**config.mk**
```make
export PLATFORM = sky130hd
export DESIGN_NAME = race_game_ctrl
export DESIGN_NICKNAME = d
export VERILOG_FILES = /design/src/rtl/race_pkg.sv /design/src/rtl/race_btn_sync.sv /design/src/rtl/race_game_ctrl.sv
export SDC_FILE = /design/constraint.sdc
export NUM_CORES = 1
export LEC_CHECK = 0
export ABC_CLOCK_PERIOD_IN_PS = 11430
export CORE_MARGIN = 2
export CORE_UTILIZATION = 63
export CTS_BUF_LIST = sky130_fd_sc_hd__clkbuf_4
export DETAILED_ROUTE_END_ITERATION = 8
export DONT_BUFFER_PORTS = 1
export PLACE_DENSITY = 0.84
export SYNTH_ARGS = -nofsm -noshare
export SYNTH_HDL_FRONTEND = slang
export SYNTH_SLANG_ARGS = --single-unit
```
**constraint.sdc**
```tcl
create_clock -name clk -period 11.43 [get_ports clk]
set_input_delay 2.8575 -clock clk [delete_from_list [all_inputs] [get_ports clk]]
set_output_delay 2.8575 -clock clk [all_outputs]
set_load 0.03 [all_outputs]
```
**src/rtl/race_pkg.sv**
```systemverilog
// Shared encodings, screen geometry and lane decode for the race game engine.
package race_pkg;

  typedef enum logic [1:0] {
    ST_IDLE  = 2'd0,
    ST_RUN   = 2'd1,
    ST_CRASH = 2'd2
  } state_t;

  localparam logic [9:0] LANE0    = 10'd159;
  localparam logic [9:0] LANE1    = 10'd295;
  localparam logic [9:0] LANE2    = 10'd431;
  localparam logic [8:0] CAR_Y    = 9'd400;
  localparam logic [9:0] SCREEN_H = 10'd480;
  localparam logic [8:0] OBJ_SIZE = 9'd50;

  // An obstacle overlaps the car vertically strictly inside this window.
  localparam logic [8:0] HIT_V_LO = CAR_Y - OBJ_SIZE;
  localparam logic [8:0] HIT_V_HI = CAR_Y + OBJ_SIZE;

  function automatic logic [9:0] lane_x(input logic [1:0] sel);
    case (sel)
      2'd1:    lane_x = LANE1;
      2'd2:    lane_x = LANE2;
      default: lane_x = LANE0;
    endcase
  endfunction

endpackage

```
**src/rtl/race_btn_sync.sv**
```systemverilog
// Two-flop synchronizer for a raw button followed by rising-edge detection.
module race_btn_sync (
  input  logic clk,
  input  logic rst_n,
  input  logic btn,
  output logic pulse
);

  logic [2:0] sh;

  always_ff @(posedge clk or negedge rst_n) begin
    if (!rst_n) sh <= '0;
    else        sh <= {sh[1:0], btn};
  end

  assign pulse = sh[1] & ~sh[2];

endmodule

```
**src/rtl/race_game_ctrl.sv**
```systemverilog
// Per-frame game-state engine: car lane, two falling obstacles, LFSR, score and speed.
module race_game_ctrl
  import race_pkg::*;
#(
  parameter int unsigned SPEED_INIT = 4,
  parameter int unsigned SPEED_MAX  = 12,
  parameter logic [9:0]  LFSR_SEED  = 10'd1
) (
  input  logic       clk,
  input  logic       rst_n,
  input  logic       frame_tick,
  input  logic       btn_left,
  input  logic       btn_right,
  input  logic       btn_start,
  output logic [9:0] carro_h_pos,
  output logic [8:0] carro_v_pos,
  output logic [9:0] obs1_h_pos,
  output logic [8:0] obs1_v_pos,
  output logic [9:0] obs2_h_pos,
  output logic [8:0] obs2_v_pos,
  output logic [9:0] lfsr,
  output logic [7:0] score,
  output logic [1:0] game_state
);

  localparam logic [3:0] SPD_INIT = SPEED_INIT[3:0];
  localparam logic [3:0] SPD_MAX  = SPEED_MAX[3:0];

  state_t      state, state_nx;
  logic        left_p, right_p, start_p;
  logic [1:0]  car_lane, lane_nx;
  logic [3:0]  speed, speed_nx;
  logic        hit1, hit2, crash_now, advance, wrap1, wrap2;
  logic [9:0]  nv1, nv2;
  logic [8:0]  score_sum;
  logic [7:0]  score_nx;

  race_btn_sync u_sync_left  (.clk(clk), .rst_n(rst_n), .btn(btn_left),  .pulse(left_p));
  race_btn_sync u_sync_right (.clk(clk), .rst_n(rst_n), .btn(btn_right), .pulse(right_p));
  race_btn_sync u_sync_start (.clk(clk), .rst_n(rst_n), .btn(btn_start), .pulse(start_p));

  assign game_state  = state;
  assign carro_v_pos = CAR_Y;

  always_ff @(posedge clk or negedge rst_n) begin
    if (!rst_n) state <= ST_IDLE;
    else        state <= state_nx;
  end

  always_comb begin
    hit1      = (obs1_h_pos == carro_h_pos) && (obs1_v_pos > HIT_V_LO) && (obs1_v_pos < HIT_V_HI);
    hit2      = (obs2_h_pos == carro_h_pos) && (obs2_v_pos > HIT_V_LO) && (obs2_v_pos < HIT_V_HI);
    crash_now = (state == ST_RUN) && frame_tick && (hit1 || hit2);
    advance   = (state == ST_RUN) && frame_tick && !(hit1 || hit2);

    nv1   = {1'b0, obs1_v_pos} + {6'd0, speed};
    nv2   = {1'b0, obs2_v_pos} + {6'd0, speed};
    wrap1 = (nv1 >= SCREEN_H);
    wrap2 = (nv2 >= SCREEN_H);

    score_sum = {1'b0, score} + {8'd0, wrap1} + {8'd0, wrap2};
    score_nx  = score_sum[8] ? '1 : score_sum[7:0];
    // At most +2 per tick, so at most one multiple of 8 is crossed.
    speed_nx  = ((score_nx[7:3] != score[7:3]) && (speed < SPD_MAX)) ? speed + 4'd1 : speed;

    lane_nx = car_lane;
    if (left_p && !right_p && (car_lane != 2'd0)) lane_nx = car_lane - 2'd1;
    if (right_p && !left_p && (car_lane != 2'd2)) lane_nx = car_lane + 2'd1;

    state_nx = state;
    case (state)
      ST_IDLE:  if (start_p)   state_nx = ST_RUN;
      ST_RUN:   if (crash_now) state_nx = ST_CRASH;
      ST_CRASH: if (start_p)   state_nx = ST_IDLE;
      default:                 state_nx = ST_IDLE;
    endcase
  end

  always_ff @(posedge clk or negedge rst_n) begin
    if (!rst_n) begin
      lfsr        <= LFSR_SEED;
      car_lane    <= 2'd1;
      carro_h_pos <= LANE1;
      obs1_h_pos  <= LANE0;
      obs1_v_pos  <= '0;
      obs2_h_pos  <= LANE2;
      obs2_v_pos  <= 9'd240;
      score       <= '0;
      speed       <= SPD_INIT;
    end else begin
      lfsr <= {lfsr[8:0], lfsr[9] ^ lfsr[6]};
      if ((state == ST_CRASH) && start_p) begin
        car_lane    <= 2'd1;
        carro_h_pos <= LANE1;
        obs1_h_pos  <= LANE0;
        obs1_v_pos  <= '0;
        obs2_h_pos  <= LANE2;
        obs2_v_pos  <= 9'd240;
        score       <= '0;
        speed       <= SPD_INIT;
      end else if (state == ST_RUN) begin
        if (!crash_now) begin
          car_lane    <= lane_nx;
          carro_h_pos <= lane_x(lane_nx);
        end
        if (advance) begin
          if (wrap1) begin
            obs1_v_pos <= '0;
            obs1_h_pos <= lane_x(lfsr[1:0]);
          end else begin
            obs1_v_pos <= nv1[8:0];
          end
          if (wrap2) begin
            obs2_v_pos <= '0;
            obs2_h_pos <= lane_x(lfsr[3:2]);
          end else begin
            obs2_v_pos <= nv2[8:0];
          end
          score <= score_nx;
          speed <= speed_nx;
        end
      end
    end
  end

endmodule
```
# --- Yosys cells after proc, flatten, opt, wreduce, memory -nomap -nowiden ---
# Index checks and enable logic that the tools add are counted.
word_totals:
  reg_bits: 83
  in_bits: 6
  out_inout_bits: 77
  word_cells: 119
op_classes:
  add_sub_neg: 7
  magnitude_cmp: 7
  n_eq_ne: 16
  n_mux: 39
  bitwise_logic: 7
  reduce_logical: 30
op_table:
  columns: ["cell", "n"]
  rows:
  - ["$mux 10", 11]
  - ["$mux 9", 8]
  - ["$pmux 9 s2", 3]
  - ["$mux 8", 4]
  - ["$add 9x4->10", 2]
  - ["$eq 10x10->1", 2]
  - ["$ge 10x9->1 const B", 2]
  - ["$gt 9x9->1 const B", 2]
  - ["$lt 9x9->1 const B", 2]
  - ["$mux 2", 8]
  - ["$mux 4", 4]
  - ["$logic_and 1x1->1", 13]
  - ["$reduce_and 3->1", 4]
  - ["$reduce_bool 2->1", 6]
  - ["$add 8x1->9", 1]
  - ["$add 9x1->9", 1]
  - ["$eq 2x1->1 const B", 4]
  - ["$eq 2x2->1 const B", 4]
  - ["$ne 2x2->1 const B", 4]
  - ["$pmux 2 s3", 1]
  - ["$ne 5x5->1", 1]
  - ["$add 4x1->4 const B", 1]
  - ["$lt 4x4->1 const B", 1]
  - ["$reduce_and 2->1", 2]
  - ["9 further kinds", 15]

# --- Depth between registers and ports, before layout ---
# Gate-level depths: netlist of the first run.
depth:
  depth_word: 12
  ltp_mapped: 17
  depth_no_buf: 16

# --- Modules after synthesis ---
# Synthesis of the first run repeated with hierarchy kept, for this count alone.
hier_totals:
  cells_unflattened: 373
  area_unflattened_um2: 3643.5
modules_own_cells:
  columns: ["mod", "instances", "cells_each", "area_per_inst_um2", "seq_area_each_um2"]
  rows:
  - ["race_game_ctrl", 1, 361, 3377.0, 1341.3]
  - ["race_btn_sync", 3, 4, 88.8, 75.1]

# --- Worst setup path after synthesis of the first run ---
# No wires, ideal clock.
synth_path:
  path_type: "register to register"
  from: "register obs1_v_pos[0]"
  to: "register speed[1]"
  setup_ps: 125
  t_arrival_ps: 4050
  required_time_ps: 11305
  path_slack_ps: 7256
  path_stages_with_launch: 18
  n_path_buf: 1
  path_cell_list: "dfrtp_1 > ha_1 > inv_1 > fa_1 > nor4bb_1 > nand4_1 > mux2_2 > o21a_1 > clkbuf_1 > fa_1 > inv_1 > ha_1 > nand2_1 > nor3_1 > nand2b_1 > a221oi_1 > nand2_1 > mux2_2"
synth_via:
  elab_chain_cells: 9
  elab_cells_between_ends: 17
synth_rtl:
  columns: ["element", "line_no", "text"]
  rows:
  - ["from (decl)", "race_game_ctrl.sv:18", "output logic [8:0] obs1_v_pos,"]
  - ["from (signal assigned)", "race_game_ctrl.sv:111", "obs1_v_pos <= nv1[8:0];"]
  - ["$add 9x4->10", "race_game_ctrl.sv:56", "nv1 = {1'b0, obs1_v_pos} + {6'd0, speed};"]
  - ["$ge 10x9->1", "race_game_ctrl.sv:58", "wrap1 = (nv1 >= SCREEN_H);"]
  - ["$add 8x1->9", "race_game_ctrl.sv:61", "score_sum = {1'b0, score} + {8'd0, wrap1} + {8'd0, wrap2};"]
  - ["$add 9x1->9", "race_game_ctrl.sv:61", null]
  - ["$mux 8", "race_game_ctrl.sv:62", "score_nx = score_sum[8] ? '1 : score_sum[7:0];"]
  - ["$ne 5x5->1", "race_game_ctrl.sv:64", "speed_nx = ((score_nx[7:3] != score[7:3]) && (speed < SPD_MAX)) ? speed + 4'd1 : speed;"]
  - ["$logic_and 1x1->1", "race_game_ctrl.sv:64", null]
  - ["$reduce_bool 2->1 (no line)", null, null]
  - ["$reduce_and 3->1 (no line) *", null, null]
  - ["to (signal assigned)", "race_game_ctrl.sv:120", "speed <= speed_nx;"]
  - ["to (decl)", "race_game_ctrl.sv:32", "logic [3:0] speed, speed_nx;"]
# Mark *: on every way between the ends. The rest lies on a longest branch, timed or not.
# A chain may end at the register's enable or synchronous reset.

# --- Worst setup path in the final report of the first run ---
# Ends and elaborated chain as after synthesis.

==> reports/metrics.yaml, run 1 <==
hold_violations: 0
sequentialPowerShare_pct: 48.2
synth_area_per_cell_um2: 9.62
cts-hold-fix-buffers: 0
routed_wl_um: 7640
ys_warn_count: 0
timing.setup.critical_path_class: "flop to flop"
critPathArrivalTime_ps: 5040
leakagePower_uw: 0.00164
hpwl_um: 5130
cp-end-kind: "flop"
num_rows: 27
synth-xor-area-share_pct: 2.86
dp_slack_ps: 6840
clkSinkCount: 62
gp_congestion: 0.901
synth_cell_type_count: 61
hp-start: "u_sync_start.sh[0]$_DFF_PN0_"
swShare_pct: 49.0
synth_compound_area_share_pct: 12.6
grt_usage_pct: 26.1
whs_path_depth: 0
synth_top_family_by_area: "simple AND/OR/NAND/NOR gates"
dieArea_um2: 6460
path_max_fanout: 15
total_power_uw: 1040
setup_ws_ps: 6720
ff2ff_path_depth: 16
whs_ps: 363
die_x_um: 80.4
fin_skew_ps: 11.8
pwr-share-comb_pct: 34.0
clkTransAtPathRegs_ps: 120
vias: 2782
grt_max_degree: 63
synthAdderAreaFrac_pct: 6.74
nets: 390
register_area_um2: 1570
post_cts_buffers: 0
worst_slew_pin_slew_ps: 1050
timing.fmax_mhz: 212
status: "complete, no violations"
cts_tree: "built"
async_flop_share_pct: 100
post-synth-top-area-cell: "dfrtp_1"
drtIter0Drc: 190
root_buffer: "clkbuf_4"
multi_input_area_um2: 1790
critPathLaunchType: "flop"
period_minus_slack_ps: 4710
ys.flop_type: "dfrtp_1"
muxShareOfSynthArea_pct: 3.34
clk_latency_ps: 440
slew_violations: 0
synth_area_um2: 3670
netlist.area_leader.share_pct: 34.1
htreeDepth: 3
start_util_pct: 65.9
power.internal_uw: 528
cts_buffers: 9
reg2reg_from: "obs1_v_pos[0]$_DFFE_PN0P_"
fillers: 475
ant_nets: 0
drive_gt1_share_pct: 10.8
p_sw_uw: 508
synth_cells: 382
yosysSeqAreaShare_pct: 42.6
clock_path_buffers: 2
synthToLayoutAreaGrowth_pct: 0.306
io_pins: 83
detail_route.vias_per_cell: 6.28
slew_headroom_pct: 29.5
power_density_nw_per_um2: 281
max-cap-violations: 0
antenna_found_initial: 0
synth-edff-count: 0
port_buffers: 0
ir_drop_uv: 197
synth-seq-cells: 62
min_path_type: "flop to flop"
avgRoutedWirePerCell_um: 17.2
gr-total-overflow: 0
r2r_setup_slack_ps: 6720
cp.required_ps: 11760
power_frac_clock_pct: 17.8
grt_pass1_wl_um: 12800
rsz0062_at_grt: "false"
grt_pass1_vias: 2573
synth_area_leaders: "dfrtp_1 (34%), dfstp_2 (8.6%), buf_4 (6.1%)"
drc: 0
die_height_um: 80.4
synthSimpleGateAreaFrac_pct: 20.6
timing.rr.end: "speed[1]$_DFFE_PN0P_"
dr.pass1.iters: 5
timing.final.crit_share_pct: 41.2
antennaDiodeCount: 0
setup_violations: 0
hold-path-endpoint: "u_sync_start.sh[1]$_DFF_PN0_"
core_um2: 5570
setup_tns_ps: 0
postCtsResizedCells: 0
==> flip-flops by register name (all words and copies together), names as in the netlist, 3 cells and up <==
signal           flops
obs2_h_pos           3
carro_h_pos          3
u_sync_start.sh      3
score                8
u_sync_right.sh      3
obs1_h_pos           3
u_sync_left.sh       3
speed                4
obs2_v_pos           9
obs1_v_pos           9
lfsr                10
==> how the worst max path moves through the flow <==
stage                         startpoint                    to  slack (ps)  depth (start not counted)
2_1_floorplan  obs1_v_pos[0]$_DFFE_PN0P_  speed[1]$_DFFE_PN0P_        7260                         17
3_5_place_dp   obs1_v_pos[1]$_DFFE_PN0P_  speed[1]$_DFFE_PN0P_        6840                         15
3_3_place_gp   obs1_v_pos[1]$_DFFE_PN0P_  speed[1]$_DFFE_PN0P_        7020                         15
6_report       obs1_v_pos[0]$_DFFE_PN0P_  speed[1]$_DFFE_PN0P_        6720                         16
4_1_cts        obs1_v_pos[0]$_DFFE_PN0P_  speed[1]$_DFFE_PN0P_        6790                         16
5_1_grt        obs1_v_pos[0]$_DFFE_PN0P_  speed[1]$_DFFE_PN0P_        6440                         16
==> power by group through the flow <==
stage                     Combinational [uW]  Sequential (uW)  Clock (uW)
final                                    352              499         185
after global routing                     401              514         197
after global placement                   328              500           0
after detailed placement                 346              503           0
after floorplan                          352              439           0
after CTS                                351              498         187
==> placed cells by master, fill, tap and decap left out, types with 2 or more instances in the layout <==
master,n
dfrtp_1,50
nand2_1,35
nand3_1,30
conb_1,24
nor2_1,22
inv_1,17
ha_1,15
a21oi_1,14
o21ai_0,12
dfstp_2,12
nor3_1,10
mux2i_1,10
clkbuf_4,9
nand4_1,8
nor2b_1,7
xnor2_1,7
xor2_1,5
nor4_1,5
a211oi_1,4
nand2b_1,4
o21a_1,3
and3_1,3
o211ai_1,3
nor3b_1,3
and4_1,3
nand3b_1,3
o2111ai_1,3
o31ai_2,3
a31oi_1,3
fa_1,3
inv_6,3
a21o_1,2
mux2_2,2
or4_1,2
nand4b_1,2
or3_1,2
bufinv_16,2
clkinv_4,2
==> metrics by stage <==
step	util, %	cells	instance area, um^2
after floorplan	-	404	3760
after CTS	66.1	443	3680
final	66.1	443	3680
after detailed placement	63.0	427	3510
after global placement	63.0	427	3510
after global routing	66.1	443	3680
==> cells in the mapped netlist (7+ instances only) <==
| master | instances |
|---|---|
| ha_1 | 15 |
| nand4_1 | 8 |
| o21ai_0 | 12 |
| dfrtp_1 | 50 |
| xnor2_1 | 7 |
| nor3_1 | 10 |
| inv_1 | 17 |
| buf_4 | 30 |
| clkbuf_1 | 8 |
| nor2b_1 | 7 |
| nand2_1 | 35 |
| buf_2 | 8 |
| dfstp_2 | 12 |
| a21oi_1 | 14 |
| nand3_1 | 30 |
| mux2i_1 | 10 |
| nor2_1 | 22 |
==> cell type report <==
| cell class | instances | share of cell area [%] |
|---|---|---|
| multi-input cells | 275 | 48.5 |
| flip-flops and latches | 62 | 42.5 |
| clock inverters | 7 | 2.82 |
| well taps | 72 | 2.44 |
| clock buffers | 9 | 1.83 |
| inverters | 17 | 1.73 |
| repair buffers | 1 | 0.204 |
==> logic make-up (layout without fill, tap and decap cells) <==
| logic type | after synthesis | in the layout |
|---|---|---|
| and+or+nand+nor | 145 | 145 |
| other | 2 | 24 |
| adders and majority gates | 18 | 18 |
| DFF | 62 | 62 |
| muxes | 12 | 12 |
| buffers and inverters | 67 | 34 |
| xor gates and xnor gates | 12 | 12 |
| AOI/OAI and AO/OA | 64 | 64 |
==> routing by layer <==
metal	share of wire, %	global-route usage [%]	up-vias	routed length (um)
met5	0	0	-	0
met3	9.4	8.65	14	716
li1	-	-	1278	-
met1	42	34.4	1340	3200
met2	47	40.1	150	3580
met4	1.8	10.0	0	140
==> critical path, cell delays in order, from the launching register on <==
cell	delay, ps
dfrtp_1	580
ha_1	240
inv_1	60
fa_1	430
nor4bb_1	270
nand4_1	120
mux2_2	300
o21a_1	280
fa_1	440
inv_1	100
ha_1	250
nand2_1	150
nor3_1	590
nand2b_1	230
a221oi_1	80
nand2_1	140
mux2_2	340
Power figures use the tool's default switching activity.
==> run 2, diff against run 1 <==
--- a/config.mk
+++ b/config.mk
@@ -5,7 +5,7 @@
 export SDC_FILE = /design/constraint.sdc
 export NUM_CORES = 1
 export LEC_CHECK = 0
-export ABC_CLOCK_PERIOD_IN_PS = 11430
+export ABC_CLOCK_PERIOD_IN_PS = 4700
 export CORE_MARGIN = 2
 export CORE_UTILIZATION = 63
 export CTS_BUF_LIST = sky130_fd_sc_hd__clkbuf_4
==> constraint.sdc (replaced) <==
create_clock -name clk -period 4.7 [get_ports clk]
set_input_delay 1.175 -clock clk [delete_from_list [all_inputs] [get_ports clk]]
set_output_delay 1.175 -clock clk [all_outputs]
set_load 0.03 [all_outputs]
==> run 2 against run 1 <==
Flip-flop and latch count unchanged. Global-route usage increased by 0.97 points. Fmax increased by 12%. Clock skew increased by 1.5 ps. Total power increased by 140%. Sequential share of layout area decreased by 0.19 points. Worst hold slack got worse by 0.54 ps. Utilization increased by 0.29 points. Critical path depth unchanged. Design area increased by 0.44%. Critical endpoint unchanged.
==> reports/metrics.yaml, run 2 (synthesized netlist as in run 1, its figures left out) <==
status: "complete, no violations"
timing.fmax_mhz: 238
critPathSlowestCell: "dfrtp_1"
port_buffers: 0
p_sw_uw: 1240
worst_slew_pin_slew_ps: 1040
cts-hold-fix-buffers: 0
final_cell_mix: "dfrtp_1 (50), nand2_1 (35), nand3_1 (30)"
largest_reg_flops: 10
die_height_um: 80.4
dieArea_um2: 6460
leakagePower_uw: 0.00165
avgRoutedWirePerCell_um: 17.7
path_max_fanout: 15
cp.required_ps: 5000
drive_gt1_share_pct: 11.2
slew_violations: 0
regMostFlops: "lfsr"
design_area_um2: 3700
vias: 2827
grt_usage_pct: 27.1
power.internal_uw: 1290
detail_route.vias_per_cell: 6.34
setup_violations: 0
critPathArrivalTime_ps: 4500
pwr-share-comb_pct: 35.6
layout_commonest_cell: "dfrtp_1"
clkSinkCount: 62
register_area_um2: 1570
drc: 0
post_cts_buffers: 0
rsz0062_at_grt: "false"
timing.setup.critical_path_class: "flop to flop"
max_stage_delay_ps: 460
min_path_type: "flop to flop"
period_minus_slack_ps: 4200
drtIter0Drc: 218
clkTransAtPathRegs_ps: 120
dp.cells: 430
max-cap-violations: 0
hold_violations: 0
num_rows: 27
dr.pass1.iters: 6
power_frac_clock_pct: 17.1
cts_buffers: 9
slew_headroom_pct: 30.5
critPathLaunchType: "flop"
multi_input_area_um2: 1790
crit_chain: "ha_1 -> inv_1 -> fa_1 -> nor4bb_1 -> nand4_1 -> mux2_2 -> o21a_1 -> fa_1 -> inv_1 -> ha_1 -> nand2_1 -> nor3_1 -> nand2b_1 -> a221oi_1 -> nand2_1 -> mux2_2"
core_um2: 5570
cts_tree: "built"
fin_skew_ps: 13.3
grt_pass1_vias: 2679
gp_congestion: 0.899
ir_drop_uv: 420
grt_pass1_wl_um: 13300
start_util_pct: 65.9
final_cells: 446
setup_tns_ps: 0
ant_nets: 0
antennaDiodeCount: 0
antenna_found_initial: 0
grt_max_degree: 63
nets: 393
timing.final.crit_share_pct: 89.4
routed_wl_um: 7920
synthToLayoutAreaGrowth_pct: 0.749
swShare_pct: 49.0
io_pins: 83
fillers: 453
sequentialPowerShare_pct: 47.3
clk_latency_ps: 410
root_buffer: "clkbuf_4"
power_density_nw_per_um2: 683
htreeDepth: 3
postCtsResizedCells: 0
reg_top3: "lfsr x10, obs1_v_pos x9, obs2_v_pos x9"
clock_path_buffers: 2
hpwl_um: 5380
cp-end-kind: "flop"
gr-total-overflow: 0
die_x_um: 80.4
placed_cell_area_um2: 3540
run 2: cell types whose count changed in the layout (fill, tap and decap cells not counted):
cell,change
clkinv_1,+1
clkinvlp_4,+1
buf_4,+3
inv_6,-2
run 2: routing by layer:
metal	wire (um)	GRT usage, %	vias up
li1	-	-	1281
met1	3200	35.2	1367
met2	3810	41.7	161
met3	730	7.75	18
met4	176	12.9	0
met5	0	0	-
run 2: stage by stage:
step | utilization (%) | power (uW) | hold WS [ps] | setup WS, ps
after floorplan | - | 1920 | 331 | 526
final | 66.4 | 2530 | 363 | 497
after CTS | 66.4 | 2530 | 364 | 518
after global routing | 66.4 | 2700 | 366 | 201
after global placement | 63.4 | 2030 | 333 | 665
after detailed placement | 63.4 | 2090 | 336 | 559
run 2: worst paths after layout:
kind                            slack, ps                   startpoint                           to  cells past startpoint
min in group asynchronous             440                        rst_n            lfsr[4]$_DFF_PN0_                      0
worst max register to register        500         speed[0]$_DFFE_PN0P_         speed[1]$_DFFE_PN0P_                     16
worst min register to register        360  u_sync_left.sh[0]$_DFF_PN0_  u_sync_left.sh[1]$_DFF_PN0_                      0
worst max-delay path                  500         speed[0]$_DFFE_PN0P_         speed[1]$_DFFE_PN0P_                     16
worst min-delay path                  360  u_sync_left.sh[0]$_DFF_PN0_  u_sync_left.sh[1]$_DFF_PN0_                      0
max in group asynchronous            4050                        rst_n      car_lane[0]$_DFFE_PN1P_                      0
run 2: cell type report:
| class | instances | area share, % |
|---|---|---|
| sequential | 62 | 42.3 |
| clock buffer | 9 | 1.83 |
| tap | 72 | 2.43 |
| multi-input combinational | 275 | 48.2 |
| inverter | 17 | 1.72 |
| timing repair buffer | 4 | 0.811 |
| clock inverter | 7 | 2.64 |
run 2: worst max-delay path: cells and delay by family (launching register included):
kind,cells,cell delay [ps]
adders and majority gates,4,1310
buffers and inverters,2,150
muxes,2,660
AOI/OAI and AO/OA,2,390
and+or+nand+nor,6,1120
DFF,1,460
run 2: power groups by stage:
stage | clock, uW | sequential (uW) | combinational (uW)
after floorplan | 0 | 1070 | 856
after global placement | 0 | 1190 | 840
after detailed placement | 0 | 1200 | 883
after CTS | 441 | 1190 | 895
after global routing | 463 | 1220 | 1010
final | 433 | 1200 | 900
==> run 3, diff against run 2 <==
--- a/config.mk
+++ b/config.mk
@@ -14,4 +14,5 @@
 export PLACE_DENSITY = 0.84
 export SYNTH_ARGS = -nofsm -noshare
 export SYNTH_HDL_FRONTEND = slang
+export SYNTH_HIERARCHICAL = 1
 export SYNTH_SLANG_ARGS = --single-unit
==> run 3 against run 2 <==
Routed wire length shrank 0.86%. Synthesized area decreased by 0.82%. Count of clock-buffer cells in the layout is 2 higher. Final cell count is 1.6% lower. Largest cell class unchanged.
==> reports/metrics.yaml, run 3 <==
start_util_pct: 65.8
clock_path_buffers: 2
ir_drop_uv: 311
drtIter0Drc: 289
clkSinkCount: 62
rsz0062_at_grt: "false"
design_area_um2: 3660
hpwl_um: 5610
die_height_um: 80.1
slew_headroom_pct: 43.7
cp-end-kind: "flop"
hold_violations: 0
cts_buffers: 9
drc: 0
htreeDepth: 3
post-synth-top-area-cell: "dfrtp_1"
power_density_nw_per_um2: 564
layout_commonest_cell: "dfrtp_1"
timing.rr.end: "speed[0]$_DFFE_PN0P_"
setup_violations: 0
clkTransAtPathRegs_ps: 100
leakagePower_uw: 0.00161
whs_path_depth: 0
gp_congestion: 0.923
postCtsResizedCells: 0
nets: 386
cp.required_ps: 5040
worst_slew_pin_slew_ps: 833
synth_area_leaders: "dfrtp_1 (34%), dfstp_2 (8.7%), buf_4 (6.2%)"
period_minus_slack_ps: 4110
cts-hold-fix-buffers: 0
synth_cell_type_count: 64
synthToLayoutAreaGrowth_pct: 0.344
synthTopCellsByCount: "dfrtp_1 (50), buf_4 (30), nor2_1 (25), a21oi_1 (24), nand2_1 (19)"
min_path_type: "flop to flop"
antennaDiodeCount: 0
routed_wl_um: 7850
placed_cell_area_um2: 3520
regMostFlops: "lfsr"
core_um2: 5540
grt_usage_pct: 26.8
largest_reg_flops: 10
ant_nets: 0
ff2ff_path_depth: 18
dp_slack_ps: 694
dieArea_um2: 6410
critPathLaunchType: "flop"
fin_skew_ps: 11.5
ys.flop_type: "dfrtp_1"
async_flop_share_pct: 100
critPathSlowestCell: "dfrtp_1"
dr.pass1.iters: 5
cts_tree: "built"
whs_ps: 358
post_cts_buffers: 0
synth_cells: 373
root_buffer: "clkbuf_4"
r2r_setup_slack_ps: 590
gr-total-overflow: 0
synth-edff-count: 0
hold-path-endpoint: "u_sync_start/sh[1]$_DFF_PN0_"
avgRoutedWirePerCell_um: 17.9
hp-start: "u_sync_start/sh[0]$_DFF_PN0_"
setup_ws_ps: 589
io_pins: 83
timing.final.crit_share_pct: 87.5
synth.most_common_cell: "dfrtp_1"
slew_violations: 0
detail_route.vias_per_cell: 6.29
reg2reg_from: "obs1_v_pos[0]$_DFFE_PN0P_"
yosysSeqAreaShare_pct: 43.0
setup_tns_ps: 0
antenna_found_initial: 0
path_max_fanout: 13
status: "complete, no violations"
reg_top3: "lfsr x10, obs1_v_pos x9, obs2_v_pos x9"
die_x_um: 80.1
netlist.area_leader.share_pct: 34.3
grt_pass1_vias: 2658
port_buffers: 0
max-cap-violations: 0
timing.fmax_mhz: 243
grt_pass1_wl_um: 13200
ys_warn_count: 6
grt_max_degree: 63
cpMostUsedCell: "inv_1"
num_rows: 27
drive_gt1_share_pct: 12.5
vias: 2763
synth_area_um2: 3640
clk_latency_ps: 400
synth_area_per_cell_um2: 9.77
synth-seq-cells: 62
final_cell_mix: "dfrtp_1 (50), nor2_1 (25), a21oi_1 (24), conb_1 (24), nand2_1 (19)"
critPathArrivalTime_ps: 4450
max_stage_delay_ps: 580
timing.setup.critical_path_class: "flop to flop"
crit_chain: "ha_1 -> inv_1 -> fa_1 -> nor2b_1 -> o21a_1 -> a32oi_1 -> o32ai_1 -> buf_4 -> inv_1 -> fa_1 -> inv_1 -> ha_1 -> and3_1 -> o22ai_1 -> a21oi_1 -> inv_1 -> or3_1 -> a21oi_1"
run 3: cell types whose count changed in the layout (fill, tap and decap cells not counted), moves of 4 or more:
cell | before | now
nand3_1 | 30 | 16
a21boi_0 | 0 | 4
nand2_1 | 35 | 19
a21oi_1 | 14 | 24
xor2_1 | 5 | 1
a211o_1 | 0 | 5
a311oi_1 | 0 | 5
mux2i_1 | 10 | 4
run 3: metrics by stage:
step | util [%] | total power, uW | std cells
floorplan | - | 1580 | 395
detailed placement | 63.6 | 1700 | 423
CTS | 66.0 | 2060 | 439
finish | 66.0 | 2060 | 439
global placement | 63.6 | 1660 | 423
global route | 66.0 | 2200 | 439
run 3: kinds of logic (layout without fill, tap and decap cells):
family	Yosys count	after routing	synth area share, %
fa+ha+maj	18	18	6.80
simple gates	121	121	18.3
flops	62	62	43.0
buf+inv	64	36	10.4
xor+xnor	10	10	2.40
compound gates	91	91	17.3
other cells	2	24	0.206
mux	5	5	1.51
run 3: worst max-delay path by stage:
stage | from | end | slack, ps
final | obs1_v_pos[0]$_DFFE_PN0P_ | speed[0]$_DFFE_PN0P_ | 590
after global routing | obs1_v_pos[0]$_DFFE_PN0P_ | speed[0]$_DFFE_PN0P_ | 210
after CTS | obs1_v_pos[0]$_DFFE_PN0P_ | speed[0]$_DFFE_PN0P_ | 670
after detailed placement | obs1_v_pos[0]$_DFFE_PN0P_ | speed[0]$_DFFE_PN0P_ | 690
after global placement | obs1_v_pos[0]$_DFFE_PN0P_ | speed[0]$_DFFE_PN0P_ | 870
after floorplan | obs2_v_pos[0]$_DFFE_PN0P_ | speed[0]$_DFFE_PN0P_ | 1050
run 3: final cells by class:
class                      instances  area (um^2)
fill                             439         1880
clock buffer                      11         82.6
tap                               72         90.1
multi-input combinational        269         1780
inverter                          17         63.8
timing repair buffer               3         22.5
clock inverter                     5         51.3
sequential                        62         1570
run 3: critical path: cells and delay by family, from the launching register on:
kind	cells	cell delay, ps
AO/OA/AOI/OAI	6	980
adder cells (fa/ha/maj)	4	1180
buffers and inverters	5	570
flip-flops	1	580
AND/OR/NAND/NOR	3	730
run 3: per-layer routing:
| metal | GRT usage, % | vias up | share of wire (%) |
|---|---|---|---|
| li1 | - | 1283 | - |
| met1 | 34.5 | 1337 | 39 |
| met2 | 44.0 | 131 | 51 |
| met3 | 7.08 | 12 | 8.3 |
| met4 | 8.98 | 0 | 1.4 |
| met5 | 0 | - | 0 |
run 3: power by group:
part	switching (uW)	internal, uW	total, uW
Combinational	363	273	636
Clock	192	171	363
Sequential	400	663	1060
